## src/rtl/regfile_writeback_arbiter.sv

```systemverilog
// regfile_writeback_arbiter
// Owns the single register-file write port. Writeback requests from the ALU
// path (source A) and the load/multi-cycle path (source B) are each buffered in
// a small FIFO. A round-robin arbiter picks one head per cycle, and the result
// is driven to the register file from registers. busy_mask reports every
// destination that still has a write in flight so issue logic can stall.

// Small valid-bit FIFO for one writeback source. It exposes every slot so the
// parent can build the pending-write mask.
module regfile_wb_fifo #(
  parameter int DEPTH = 2,
  parameter int XLEN  = 32
) (
  input  logic                       clk,
  input  logic                       reset,
  input  logic                       push_valid,
  output logic                       push_ready,
  input  logic [4:0]                 push_rd,
  input  logic [XLEN-1:0]            push_data,
  input  logic                       pop,
  output logic                       head_valid,
  output logic [4:0]                 head_rd,
  output logic [XLEN-1:0]            head_data,
  output logic [DEPTH-1:0]           slot_valid,
  output logic [DEPTH-1:0][4:0]      slot_rd
);

  localparam int AW = (DEPTH > 1) ? $clog2(DEPTH) : 1;

  logic [DEPTH-1:0]            vld_q, vld_d;
  logic [DEPTH-1:0][4:0]       rd_q, rd_d;
  logic [DEPTH-1:0][XLEN-1:0]  data_q, data_d;
  logic [AW-1:0]               wr_ptr_q, wr_ptr_d;
  logic [AW-1:0]               rd_ptr_q, rd_ptr_d;
  logic                        push_fire_s;
  logic                        pop_fire_s;

  // Ready depends only on occupancy, and is held low while reset is high.
  assign push_ready  = ~reset & ~(&vld_q);
  assign push_fire_s = push_valid & push_ready;
  assign head_valid  = vld_q[rd_ptr_q];
  assign head_rd     = rd_q[rd_ptr_q];
  assign head_data   = data_q[rd_ptr_q];
  assign pop_fire_s  = pop & head_valid;
  assign slot_valid  = vld_q;
  assign slot_rd     = rd_q;

  // Next-state for slots and pointers. Pushing and popping on the same edge is
  // safe because they can only hit the same slot when the FIFO is empty.
  always_comb begin
    vld_d    = vld_q;
    rd_d     = rd_q;
    data_d   = data_q;
    wr_ptr_d = wr_ptr_q;
    rd_ptr_d = rd_ptr_q;
    if (pop_fire_s) begin
      vld_d[rd_ptr_q] = 1'b0;
      rd_ptr_d        = rd_ptr_q + AW'(1);
    end else begin
      rd_ptr_d = rd_ptr_q;
    end
    if (push_fire_s) begin
      vld_d[wr_ptr_q]  = 1'b1;
      rd_d[wr_ptr_q]   = push_rd;
      data_d[wr_ptr_q] = push_data;
      wr_ptr_d         = wr_ptr_q + AW'(1);
    end else begin
      wr_ptr_d = wr_ptr_q;
    end
  end

  // FIFO state registers. Reset discards anything queued.
  always_ff @(posedge clk) begin
    if (reset) begin
      vld_q    <= '0;
      rd_q     <= '0;
      data_q   <= '0;
      wr_ptr_q <= '0;
      rd_ptr_q <= '0;
    end else begin
      vld_q    <= vld_d;
      rd_q     <= rd_d;
      data_q   <= data_d;
      wr_ptr_q <= wr_ptr_d;
      rd_ptr_q <= rd_ptr_d;
    end
  end

endmodule

module regfile_writeback_arbiter #(
  parameter int DEPTH = 2,
  parameter int XLEN  = 32
) (
  input  logic            clk,
  input  logic            reset,
  input  logic            a_valid,
  output logic            a_ready,
  input  logic [4:0]      a_rd,
  input  logic [XLEN-1:0] a_data,
  input  logic            b_valid,
  output logic            b_ready,
  input  logic [4:0]      b_rd,
  input  logic [XLEN-1:0] b_data,
  output logic            RegWrite,
  output logic [4:0]      writeReg,
  output logic [XLEN-1:0] writeData,
  output logic [31:0]     busy_mask
);

  typedef enum logic {
    SRC_A = 1'b0,
    SRC_B = 1'b1
  } src_e;

  src_e                   last_grant_q, last_grant_d;
  logic                   reg_write_q, reg_write_d;
  logic [4:0]             write_reg_q, write_reg_d;
  logic [XLEN-1:0]        write_data_q, write_data_d;
  logic                   grant_a_s, grant_b_s;
  logic                   a_head_valid_s, b_head_valid_s;
  logic [4:0]             a_head_rd_s, b_head_rd_s;
  logic [XLEN-1:0]        a_head_data_s, b_head_data_s;
  logic [DEPTH-1:0]       a_slot_valid_s, b_slot_valid_s;
  logic [DEPTH-1:0][4:0]  a_slot_rd_s, b_slot_rd_s;
  logic [31:0]            busy_s;

  regfile_wb_fifo #(.DEPTH(DEPTH), .XLEN(XLEN)) u_fifo_a (
    .clk        (clk),
    .reset      (reset),
    .push_valid (a_valid),
    .push_ready (a_ready),
    .push_rd    (a_rd),
    .push_data  (a_data),
    .pop        (grant_a_s),
    .head_valid (a_head_valid_s),
    .head_rd    (a_head_rd_s),
    .head_data  (a_head_data_s),
    .slot_valid (a_slot_valid_s),
    .slot_rd    (a_slot_rd_s)
  );

  regfile_wb_fifo #(.DEPTH(DEPTH), .XLEN(XLEN)) u_fifo_b (
    .clk        (clk),
    .reset      (reset),
    .push_valid (b_valid),
    .push_ready (b_ready),
    .push_rd    (b_rd),
    .push_data  (b_data),
    .pop        (grant_b_s),
    .head_valid (b_head_valid_s),
    .head_rd    (b_head_rd_s),
    .head_data  (b_head_data_s),
    .slot_valid (b_slot_valid_s),
    .slot_rd    (b_slot_rd_s)
  );

  // Round-robin arbitration over the two FIFO heads; a tie goes to the source
  // that did not win last time.
  always_comb begin
    grant_a_s    = 1'b0;
    grant_b_s    = 1'b0;
    last_grant_d = last_grant_q;
    if (a_head_valid_s && b_head_valid_s) begin
      if (last_grant_q == SRC_B) begin
        grant_a_s    = 1'b1;
        last_grant_d = SRC_A;
      end else begin
        grant_b_s    = 1'b1;
        last_grant_d = SRC_B;
      end
    end else if (a_head_valid_s) begin
      grant_a_s    = 1'b1;
      last_grant_d = SRC_A;
    end else if (b_head_valid_s) begin
      grant_b_s    = 1'b1;
      last_grant_d = SRC_B;
    end else begin
      last_grant_d = last_grant_q;
    end
  end

  // Commit stage: the granted head is loaded into the write-port registers.
  // Writes to x0 are consumed without raising the enable.
  always_comb begin
    reg_write_d  = 1'b0;
    write_reg_d  = write_reg_q;
    write_data_d = write_data_q;
    if (grant_a_s) begin
      reg_write_d  = (a_head_rd_s != 5'd0);
      write_reg_d  = a_head_rd_s;
      write_data_d = a_head_data_s;
    end else if (grant_b_s) begin
      reg_write_d  = (b_head_rd_s != 5'd0);
      write_reg_d  = b_head_rd_s;
      write_data_d = b_head_data_s;
    end else begin
      reg_write_d  = 1'b0;
    end
  end

  // Write-port and arbiter-history registers.
  always_ff @(posedge clk) begin
    if (reset) begin
      reg_write_q  <= 1'b0;
      write_reg_q  <= 5'd0;
      write_data_q <= '0;
      last_grant_q <= SRC_B;
    end else begin
      reg_write_q  <= reg_write_d;
      write_reg_q  <= write_reg_d;
      write_data_q <= write_data_d;
      last_grant_q <= last_grant_d;
    end
  end

  // Pending-write mask: every queued entry plus the write currently on the
  // port. x0 is never reported busy since it is hard-wired.
  always_comb begin
    busy_s = 32'd0;
    for (int i = 0; i < DEPTH; i++) begin
      busy_s = busy_s | (32'(a_slot_valid_s[i]) << a_slot_rd_s[i]);
      busy_s = busy_s | (32'(b_slot_valid_s[i]) << b_slot_rd_s[i]);
    end
    busy_s    = busy_s | (32'(reg_write_q) << write_reg_q);
    busy_s[0] = 1'b0;
  end

  assign RegWrite  = reg_write_q;
  assign writeReg  = write_reg_q;
  assign writeData = write_data_q;
  assign busy_mask = busy_s;

endmodule
```

## config.mk

```make
export PLATFORM = sky130hd
export DESIGN_NAME = regfile_writeback_arbiter
export DESIGN_NICKNAME = d
export VERILOG_FILES = /design/src/rtl/regfile_writeback_arbiter.sv
export SDC_FILE = /design/constraint.sdc
export NUM_CORES = 1
export LEC_CHECK = 0
export CAP_MARGIN = 30
export CORE_MARGIN = 5
export CORE_UTILIZATION = 49
export CTS_CLUSTER_DIAMETER = 80
export DETAILED_ROUTE_END_ITERATION = 8
export PLACE_DENSITY = 0.74
export REMOVE_ABC_BUFFERS = 1
export SETUP_SLACK_MARGIN = 0.5
export SLEW_MARGIN = 20
export SYNTH_ARGS = -nofsm -noshare
export SYNTH_HDL_FRONTEND = slang
export SYNTH_SLANG_ARGS = --single-unit
```

## constraint.sdc

```tcl
create_clock -name clk -period 2.8 [get_ports clk]
set_input_delay 0.56 -clock clk [delete_from_list [all_inputs] [get_ports clk]]
set_output_delay 0.56 -clock clk [all_outputs]
set_load 0.05 [all_outputs]
```

==> results.toml <==
[floorplan]
die_y_um = 149
initial_utilization = 0.493
dieArea_um2 = 22300
row_count = 51
io_pins = 150
die_w_um = 149
core_um2 = 19300

[yosys]
synth_most_common_cell = "nand2_1"
synth.distinct_cells = 57
ys_warn_count = 0
synth_top_area_share = 0.410
synth_ff_type = "dfxtp_1"
synth_top_area_cell = "dfxtp_1"
netlist_instances = 1175
synth_area_per_cell_um2 = 8.11
synth_common_cells = "nand2_1, dfxtp_1, a21oi_1, nor2_1, clkbuf_1"
synth_seq_cells = 195
ys_seq_area_frac = 0.410
synth_edf_count = 0
ys_async_sr_fraction = 0
synth_area_um2 = 9530
ys_top_cells_by_area = "dfxtp_1, nand2_1, a21oi_1"

[pwr]
p_int_mw = 4.75
p_sw_frac = 0.288
seqPwrFrac = 0.453
powerDensity_nw_per_um2 = 518
p_leak_nw = 4.41
net-switching-power_mw = 1.92
p_comb_frac = 0.176
clkPwrFrac = 0.371
peakVddDrop_uv = 443

[clock_network]
clock_sinks = 195
cts_hold_buf = 0
htree_levels = 4
clk_pin_slew_worst_paths_ns = 0.07
clk_latency_ns = 0.43
clock-root-buffer = "clkbuf_16"
tritoncts = "done"
clockBufferDepth = 2
cts_made_buffers = 17

[detailed_routing]
drtPass1Iterations = 5
post_drt_wl_per_cell_um = 19.7
vias = 9666
drc = 0
viasPerCell = 6.01
antenna_left = 0
routed_wl_um = 31600
drt-initial-drc-count = 1001

[finish]
drive_gt1_frac = 0.248
fin_util = 0.666
diodes = 0
nets = 1409
stdcell_area_um2 = 12900
final_cells = 1608
syn_to_final_growth_pct = 35.2

[critical_path]
crit_arrival_ns = 1.95
rr_endpoint = "u_fifo_a.data_q[36]"
cp-start-kind = "register"
worst_path_max_delay_cell = "dfxtp_4"
cp_max_fo = 13
crit_buf_inv = 1
ff2ff_path_depth = 8
path_depth = 5
rr_startpoint = "u_fifo_a.slot_valid[0]"
worstPathCellList = "nand2b_2, nor4_1, a21oi_2, nand3_1, buf_12"
crit_required_ns = 2.24
r2r_slack_ns = 0.77
worstSetupPathType = "reg -> out"
critPathMaxStageDelay_ns = 0.42
cp-end-kind = "primary output"
critPathTopFamily = "simple AND/OR/NAND/NOR gates"

[outcome]
status = "complete, no violations"

[timing]
rsz0062_at_grt = "true"
max_freq_ghz = 0.399
setup_viol = 0
finalSetupTns_ns = 0
hold_slack_ns = 0.451
relSlewSlack = 0.454
fin_crit_sh = 0.895
clock_skew_ns = 0.0112
maxSlewViolCount = 0
tightest_slew_ns = 0.820
finalCriticalPeriod_ns = 2.51
hold_viol = 0

[global_route]
grt_max_degree = 161
grt_pass1_vias = 9292
grt-ovfl-total = 0
antenna_found_initial = 0
grt_use_total = 0.274
grt_pass1_wl_um = 48900

[min_path]
worstHoldStart = "u_fifo_b.data_q[16]"
worstHoldEndpoint = "u_fifo_b.data_q[16]"
min_path_cells = 2
hp-class = "reg -> reg"

[placed_design]
place_area_um2 = 11200
dp.cells = 1526
place.gp.congestion = 1.03
portBuffers = 148
dp.final_hpwl_um = 19800

[run]
cap_violations = 0
-- repair_timing --
item | in CTS | in global routing
setup endpoints to repair | 37 | 31
gates resized for setup | 127 | 56
buffers inserted | 33 | 18
pin swaps | 25 | 23
-- registers in the layout, summed over array words and instances (netlist names) --
register             flops
u_fifo_b.slot_valid      2
writeData               32
u_fifo_b.wr_ptr_q        1
u_fifo_a.data_q         64
writeReg                 5
u_fifo_b.data_q         64
last_grant_q             1
u_fifo_a.slot_valid      2
RegWrite                 1
u_fifo_a.rd_ptr_q        1
u_fifo_a.wr_ptr_q        1
u_fifo_a.slot_rd        10
u_fifo_b.slot_rd        10
u_fifo_b.rd_ptr_q        1
-- per-stage QoR --
stage	total power, mW	worst slack [ns]
after global placement	4.15	0.502
final	6.67	0.293
after CTS	6.65	0.393
after global routing	6.90	0.292
after floorplan	3.67	-0.943
after detailed placement	4.16	0.498
-- worst min-delay path: cells and delay by family (launching register included) --
family          cells  cell delay, ns
compound gates      1            0.05
simple gates        1            0.05
flops               1            0.31
-- cell usage in the layout (no fill, tap or decap), types with 11 or more instances in the layout --
cell	netlist	final
clkdlybuf4s50_1	0	110
a221oi_1	14	12
a21oi_1	166	164
mux2i_1	41	41
nand4b_1	11	11
nand2_1	323	317
nand3_2	2	11
dfxtp_4	0	27
nand3_1	22	13
a2111oi_2	30	30
buf_6	8	20
buf_12	0	13
dfxtp_1	195	166
a221oi_2	10	12
nor2b_1	25	19
nor2_1	58	51
clkbuf_16	0	18
buf_4	9	87
a22oi_1	18	12
-- final cells by class --
class | instances | area, um^2
clock buffer | 21 | 470
clock inverter | 10 | 124
fill | 1618 | 6450
inverter | 4 | 15.0
multi-input combinational | 873 | 5530
sequential | 195 | 4010
tap | 265 | 332
timing repair buffer | 240 | 2400
-- cell families (layout without fill, tap and decap cells) --
family          Yosys count  after routing  share of synthesized area
buf+inv                 107            275                     0.0561
mux                      45             45                     0.0494
simple gates            512            512                      0.241
compound gates          315            315                      0.243
other cells               1              1                   0.000394
flops                   195            195                      0.410
-- power groups by stage --
stage,registers (mW),logic [mW],clock network [mW]
floorplan,3.27,0.401,0
global placement,3.09,1.06,0
detailed placement,3.09,1.07,0
CTS,3.01,1.14,2.50
global route,3.03,1.25,2.62
finish,3.02,1.18,2.47
-- metal layers --
| metal | GRT usage | up-vias | wire length, um |
|---|---|---|---|
| met5 | 0 | - | 0 |
| met4 | 0.114 | 0 | 1110 |
| met3 | 0.0657 | 113 | 2800 |
| met2 | 0.435 | 495 | 14800 |
| met1 | 0.360 | 4573 | 12900 |
| li1 | - | 4485 | - |
-- worst max-delay path by stage --
| stage | startpoint | slack [ns] | endpoint |
|---|---|---|---|
| finish | u_fifo_a.slot_rd[4] | 0.29 | busy_mask[8] |
| global placement | u_fifo_b.slot_valid[0] | 0.50 | busy_mask[9] |
| detailed placement | u_fifo_b.slot_valid[0] | 0.50 | busy_mask[9] |
| floorplan | u_fifo_b.rd_ptr_q | -0.94 | RegWrite |
| CTS | writeReg[0] | 0.39 | busy_mask[6] |
| global route | u_fifo_a.slot_rd[4] | 0.29 | busy_mask[8] |
No activity file was read; power rests on OpenSTA's default activity.
==> RTL change 1 (same settings) <==
Take the reset off `data_q` and load it in a clocked block of its own.
--- a/src/rtl/regfile_writeback_arbiter.sv
+++ b/src/rtl/regfile_writeback_arbiter.sv
@@ -75,5 +75,4 @@
       vld_q    <= '0;
       rd_q     <= '0;
-      data_q   <= '0;
       wr_ptr_q <= '0;
       rd_ptr_q <= '0;
@@ -81,8 +80,11 @@
       vld_q    <= vld_d;
       rd_q     <= rd_d;
-      data_q   <= data_d;
       wr_ptr_q <= wr_ptr_d;
       rd_ptr_q <= rd_ptr_d;
     end
+  end
+
+  always_ff @(posedge clk) begin
+    data_q <= data_d;
   end
 
Function: no difference found for any inputs over 4 cycles, from zero or initial values and one cycle with reset high; that may be too few to reach the edited logic, so the function may still have changed.
==> RTL change 1 against the unedited design <==
Die area fell by 7.5%. Setup slack improved by 0.076 ns. Final area fell by 5.6%. Sequential cell count did not move. Routed wire length fell by 13%. Clock power rose by 7%. Total power rose by 3.9%. Area after synthesis fell by 8.1%. Critical endpoint is now busy_mask[14]. Largest cell class is now sequential cells. Largest power group unchanged.
==> RTL change 1: results (changes against the unedited design) <==
<table>
<tr><th>Metric</th><th>Value</th></tr>
<tr><th colspan="2">Layout</th></tr>
<tr><td>Post-route non-filler standard cell count</td><td>1135 (-29%)</td></tr>
<tr><td>Total of fill cells in the finished design</td><td>1225 (-24%)</td></tr>
<tr><td>Number of nets in the layout</td><td>975 (-31%)</td></tr>
<tr><th colspan="2">Power and ir drop</th></tr>
<tr><td>Standby leakage power</td><td>4.44 nW (+0.74%)</td></tr>
<tr><td>Worst voltage drop across the vdd grid</td><td>546 µV (+23%)</td></tr>
<tr><td>Flop+latch power</td><td>3.29 mW (+8.9%)</td></tr>
<tr><th colspan="2">Detailed routing</th></tr>
<tr><td>Routed via count</td><td>6995 (-28%)</td></tr>
<tr><td>Met2 wire length</td><td>13.6 mm (-8.2%)</td></tr>
<tr><td>Drt total wl</td><td>27.6 mm (-13%)</td></tr>
<tr><td>Drt pass-1 iters</td><td>6 (+1)</td></tr>
<tr><th colspan="2">Run status</th></tr>
<tr><td>Result of the run</td><td>complete, no violations</td></tr>
<tr><th colspan="2">Global routing</th></tr>
<tr><td>Number of global-route vias before repair</td><td>7275 (-22%)</td></tr>
<tr><td>GR met1 Demand/Resource</td><td>34.8% (-1.3 points)</td></tr>
<tr><td>Global routing usage on met2</td><td>44.4% (+0.92 points)</td></tr>
<tr><td>Maximum number of pins on one net before global-route repair</td><td>45 (-72%)</td></tr>
<tr><td>First-pass GRT wire length</td><td>41.7 mm (-15%)</td></tr>
<tr><th colspan="2">Synth</th></tr>
<tr><td>Sequential element share of the synthesized area</td><td>59.2% (+18 points)</td></tr>
<tr><td>Area fraction in compound gates after synthesis</td><td>17.1% (-7.3 points)</td></tr>
<tr><td>Area contributors post-synth</td><td>sky130_fd_sc_hd__edfxtp_1, sky130_fd_sc_hd__dfxtp_1, sky130_fd_sc_hd__mux2i_1, sky130_fd_sc_hd__a22oi_1, sky130_fd_sc_hd__a221oi_2</td></tr>
<tr><td>Ranking of synthesized cells by instance count</td><td>sky130_fd_sc_hd__edfxtp_1, sky130_fd_sc_hd__dfxtp_1, sky130_fd_sc_hd__mux2i_1</td></tr>
<tr><th colspan="2">Placement</th></tr>
<tr><td>Place WS</td><td>0.513 ns (+0.0150 ns)</td></tr>
<tr><td>Gpl congestion</td><td>0.971 (-5.6%)</td></tr>
<tr><th colspan="2">Worst setup path</th></tr>
<tr><td>Slack of the worst reg-to-reg path</td><td>0.68 ns (-0.09 ns)</td></tr>
<tr><td>Largest incremental delay on the critical path</td><td>0.37 ns (-0.05 ns)</td></tr>
<tr><td>Cell type group with the largest total delay on the critical path</td><td>buffers and inverters</td></tr>
<tr><th colspan="2">Clock network</th></tr>
<tr><td>Number of buffers inserted to repair setup after CTS</td><td>34 (+3.0%)</td></tr>
<tr><th colspan="2">STA</th></tr>
<tr><td>Hold Worst Slack</td><td>0.477 ns (+0.0255 ns)</td></tr>
<tr><td>Transition time at the pin with the least slew margin</td><td>0.872 ns (+0.0522 ns)</td></tr>
</table>
==> RTL change 1: final cells by class <==
class / count / area [µm²] / area share (%)
inverter: 4 / 15.0 / 0.124
clock buffer: 17 / 425 / 3.50
sequential: 195 / 5290 / 43.5
timing repair buffer: 223 / 2170 / 17.9
clock inverter: 15 / 234 / 1.93
multi-input combinational: 456 / 3740 / 30.8
tap: 225 / 282 / 2.32
==> RTL change 1: final timing paths <==
| path | start | end | cells past startpoint |
|---|---|---|---|
| max | u_fifo_b.slot_rd[5]$_SDFFE_PP0P_ | busy_mask[14] | 5 |
| min | u_fifo_a.wr_ptr_q$_SDFFE_PP0P_ | u_fifo_a.wr_ptr_q$_SDFFE_PP0P_ | 2 |
| max reg2reg | u_fifo_a.slot_valid[1]$_SDFF_PP0_ | writeData[16]$_SDFFE_PP0P_ | 6 |
| min reg2reg | u_fifo_a.wr_ptr_q$_SDFFE_PP0P_ | u_fifo_a.wr_ptr_q$_SDFFE_PP0P_ | 2 |
==> RTL change 2 (same settings) <==
Without the edit above. `DEPTH` is set to 2 in 2 places; all go to 4.
--- a/src/rtl/regfile_writeback_arbiter.sv
+++ b/src/rtl/regfile_writeback_arbiter.sv
@@ -9,5 +9,5 @@
 // parent can build the pending-write mask.
 module regfile_wb_fifo #(
-  parameter int DEPTH = 2,
+  parameter int DEPTH = 4,
   parameter int XLEN  = 32
 ) (
@@ -90,5 +90,5 @@
 
 module regfile_writeback_arbiter #(
-  parameter int DEPTH = 2,
+  parameter int DEPTH = 4,
   parameter int XLEN  = 32
 ) (
Formal check against the unedited RTL: not equivalent (a bounded check fails within 4 cycles, from zero or initial values and one cycle with reset high).
==> RTL change 2 against the unedited design <==
The flow now finishes with violations (setup timing). Count of clock-buffer cells in the layout rose by 40. Routed wire length rose by 94%. Area after synthesis rose by 77%. Cell count rose by 63%. Final area rose by 65%. Setup slack got worse by 0.30 ns. Fmax fell by 11%. Sequential cell count rose by 156. Clock skew rose by 0.013 ns. Total power rose by 84%. Critical path type unchanged. Highest routed layer is now met5.
==> RTL change 2: results (changes against the unedited design) <==
<table>
<tr><th>Metric</th><th>Value</th></tr>
<tr><th colspan="2">Run status</th></tr>
<tr><td>Result of the run</td><td>finished with violations</td></tr>
<tr><td>Failing checks</td><td>setup timing</td></tr>
<tr><th colspan="2">Global routing</th></tr>
<tr><td>Met3 capacity usage during global routing</td><td>5.89% (-0.68 points)</td></tr>
<tr><td>Total routing usage reported by global routing</td><td>30.3% (+2.8 points)</td></tr>
<tr><th colspan="2">Layout</th></tr>
<tr><td>Non-CTS inverters</td><td>17 (+13)</td></tr>
<tr><td>Post-route cell area</td><td>21200 µm² (+65%)</td></tr>
<tr><td>Count of inserted antenna diode cells</td><td>1 (+1)</td></tr>
<tr><td>Register area</td><td>7160 µm² (+79%)</td></tr>
<tr><td>Number of sequential cells in the layout</td><td>351 (+80%)</td></tr>
<tr><th colspan="2">Detailed routing</th></tr>
<tr><td>DR iter-0 viols</td><td>1657 (+66%)</td></tr>
<tr><td>Drt total wl</td><td>61.3 mm (+94%)</td></tr>
<tr><td>Top routing layer used</td><td>met5</td></tr>
<tr><td>Drt pass-1 iters</td><td>8 (+3)</td></tr>
<tr><td>Detail-routed via count per cell</td><td>6.28 (+4.4%)</td></tr>
<tr><th colspan="2">Placement</th></tr>
<tr><td>Area after detailed placement</td><td>18600 µm² (+66%)</td></tr>
<tr><td>Gpl congestion</td><td>1.07 (+3.6%)</td></tr>
<tr><th colspan="2">Synth</th></tr>
<tr><td>Sequential element share of the synthesized area</td><td>41.7% (+0.75 points)</td></tr>
<tr><td>Xor/xnor share of the synthesized area</td><td>0.156% (+0.16 points)</td></tr>
<tr><th colspan="2">Clock network</th></tr>
<tr><td>H-tree depth</td><td>2 (-2)</td></tr>
<tr><td>Number of buffers created by CTS</td><td>38 (+21)</td></tr>
<tr><th colspan="2">Worst setup path</th></tr>
<tr><td>Cell with the largest stage delay on the worst path</td><td>sky130_fd_sc_hd__or4bb_4</td></tr>
<tr><td>Endpoint of the worst setup timing path</td><td>busy_mask[25]</td></tr>
<tr><td>Crit path arrival time</td><td>2.25 ns (+0.30 ns)</td></tr>
<tr><td>First element of the critical path</td><td>writeReg[2]$_SDFFE_PP0P_</td></tr>
<tr><th colspan="2">Hold path</th></tr>
<tr><td>Hold worst-path end</td><td>u_fifo_b.data_q[75]$_SDFFE_PP0P_</td></tr>
<tr><td>Launch instance of the worst min-delay path</td><td>reset</td></tr>
<tr><th colspan="2">STA</th></tr>
<tr><td>Clock skew</td><td>0.0242 ns (+0.0130 ns)</td></tr>
<tr><td>Final worst setup slack</td><td>-0.0103 ns (-0.304 ns)</td></tr>
<tr><td># setup viols final</td><td>1 (+1)</td></tr>
<tr><th colspan="2">Floorplanning</th></tr>
<tr><td>Core box area</td><td>33700 µm² (+74%)</td></tr>
</table>
[RTL change 2: cell types whose count changed in the layout (fill, tap and decap cells not counted), moves of 40 or more]
cell	change
sky130_fd_sc_hd__a21oi_1	+143
sky130_fd_sc_hd__mux2i_1	-40
sky130_fd_sc_hd__dfxtp_1	+130
sky130_fd_sc_hd__o22ai_1	+61
sky130_fd_sc_hd__mux4_2	+76
sky130_fd_sc_hd__nand2_1	+329
[RTL change 2: cells by family (layout without fill, tap and decap cells)]
group,after synthesis,in the layout
flops,351,351
xor+xnor,3,3
fa+ha+maj,16,16
other cells,1,2
simple gates,876,876
compound gates,509,509
mux,78,78
buf+inv,217,333
[RTL change 2: repair_timing]
action / in CTS / in global routing
gates resized for setup: 140 / 152
endpoints found under the setup margin: 50 / 56
buffers inserted: 28 / 21
pin swaps: 24 / 57
cloned: 0 / 2
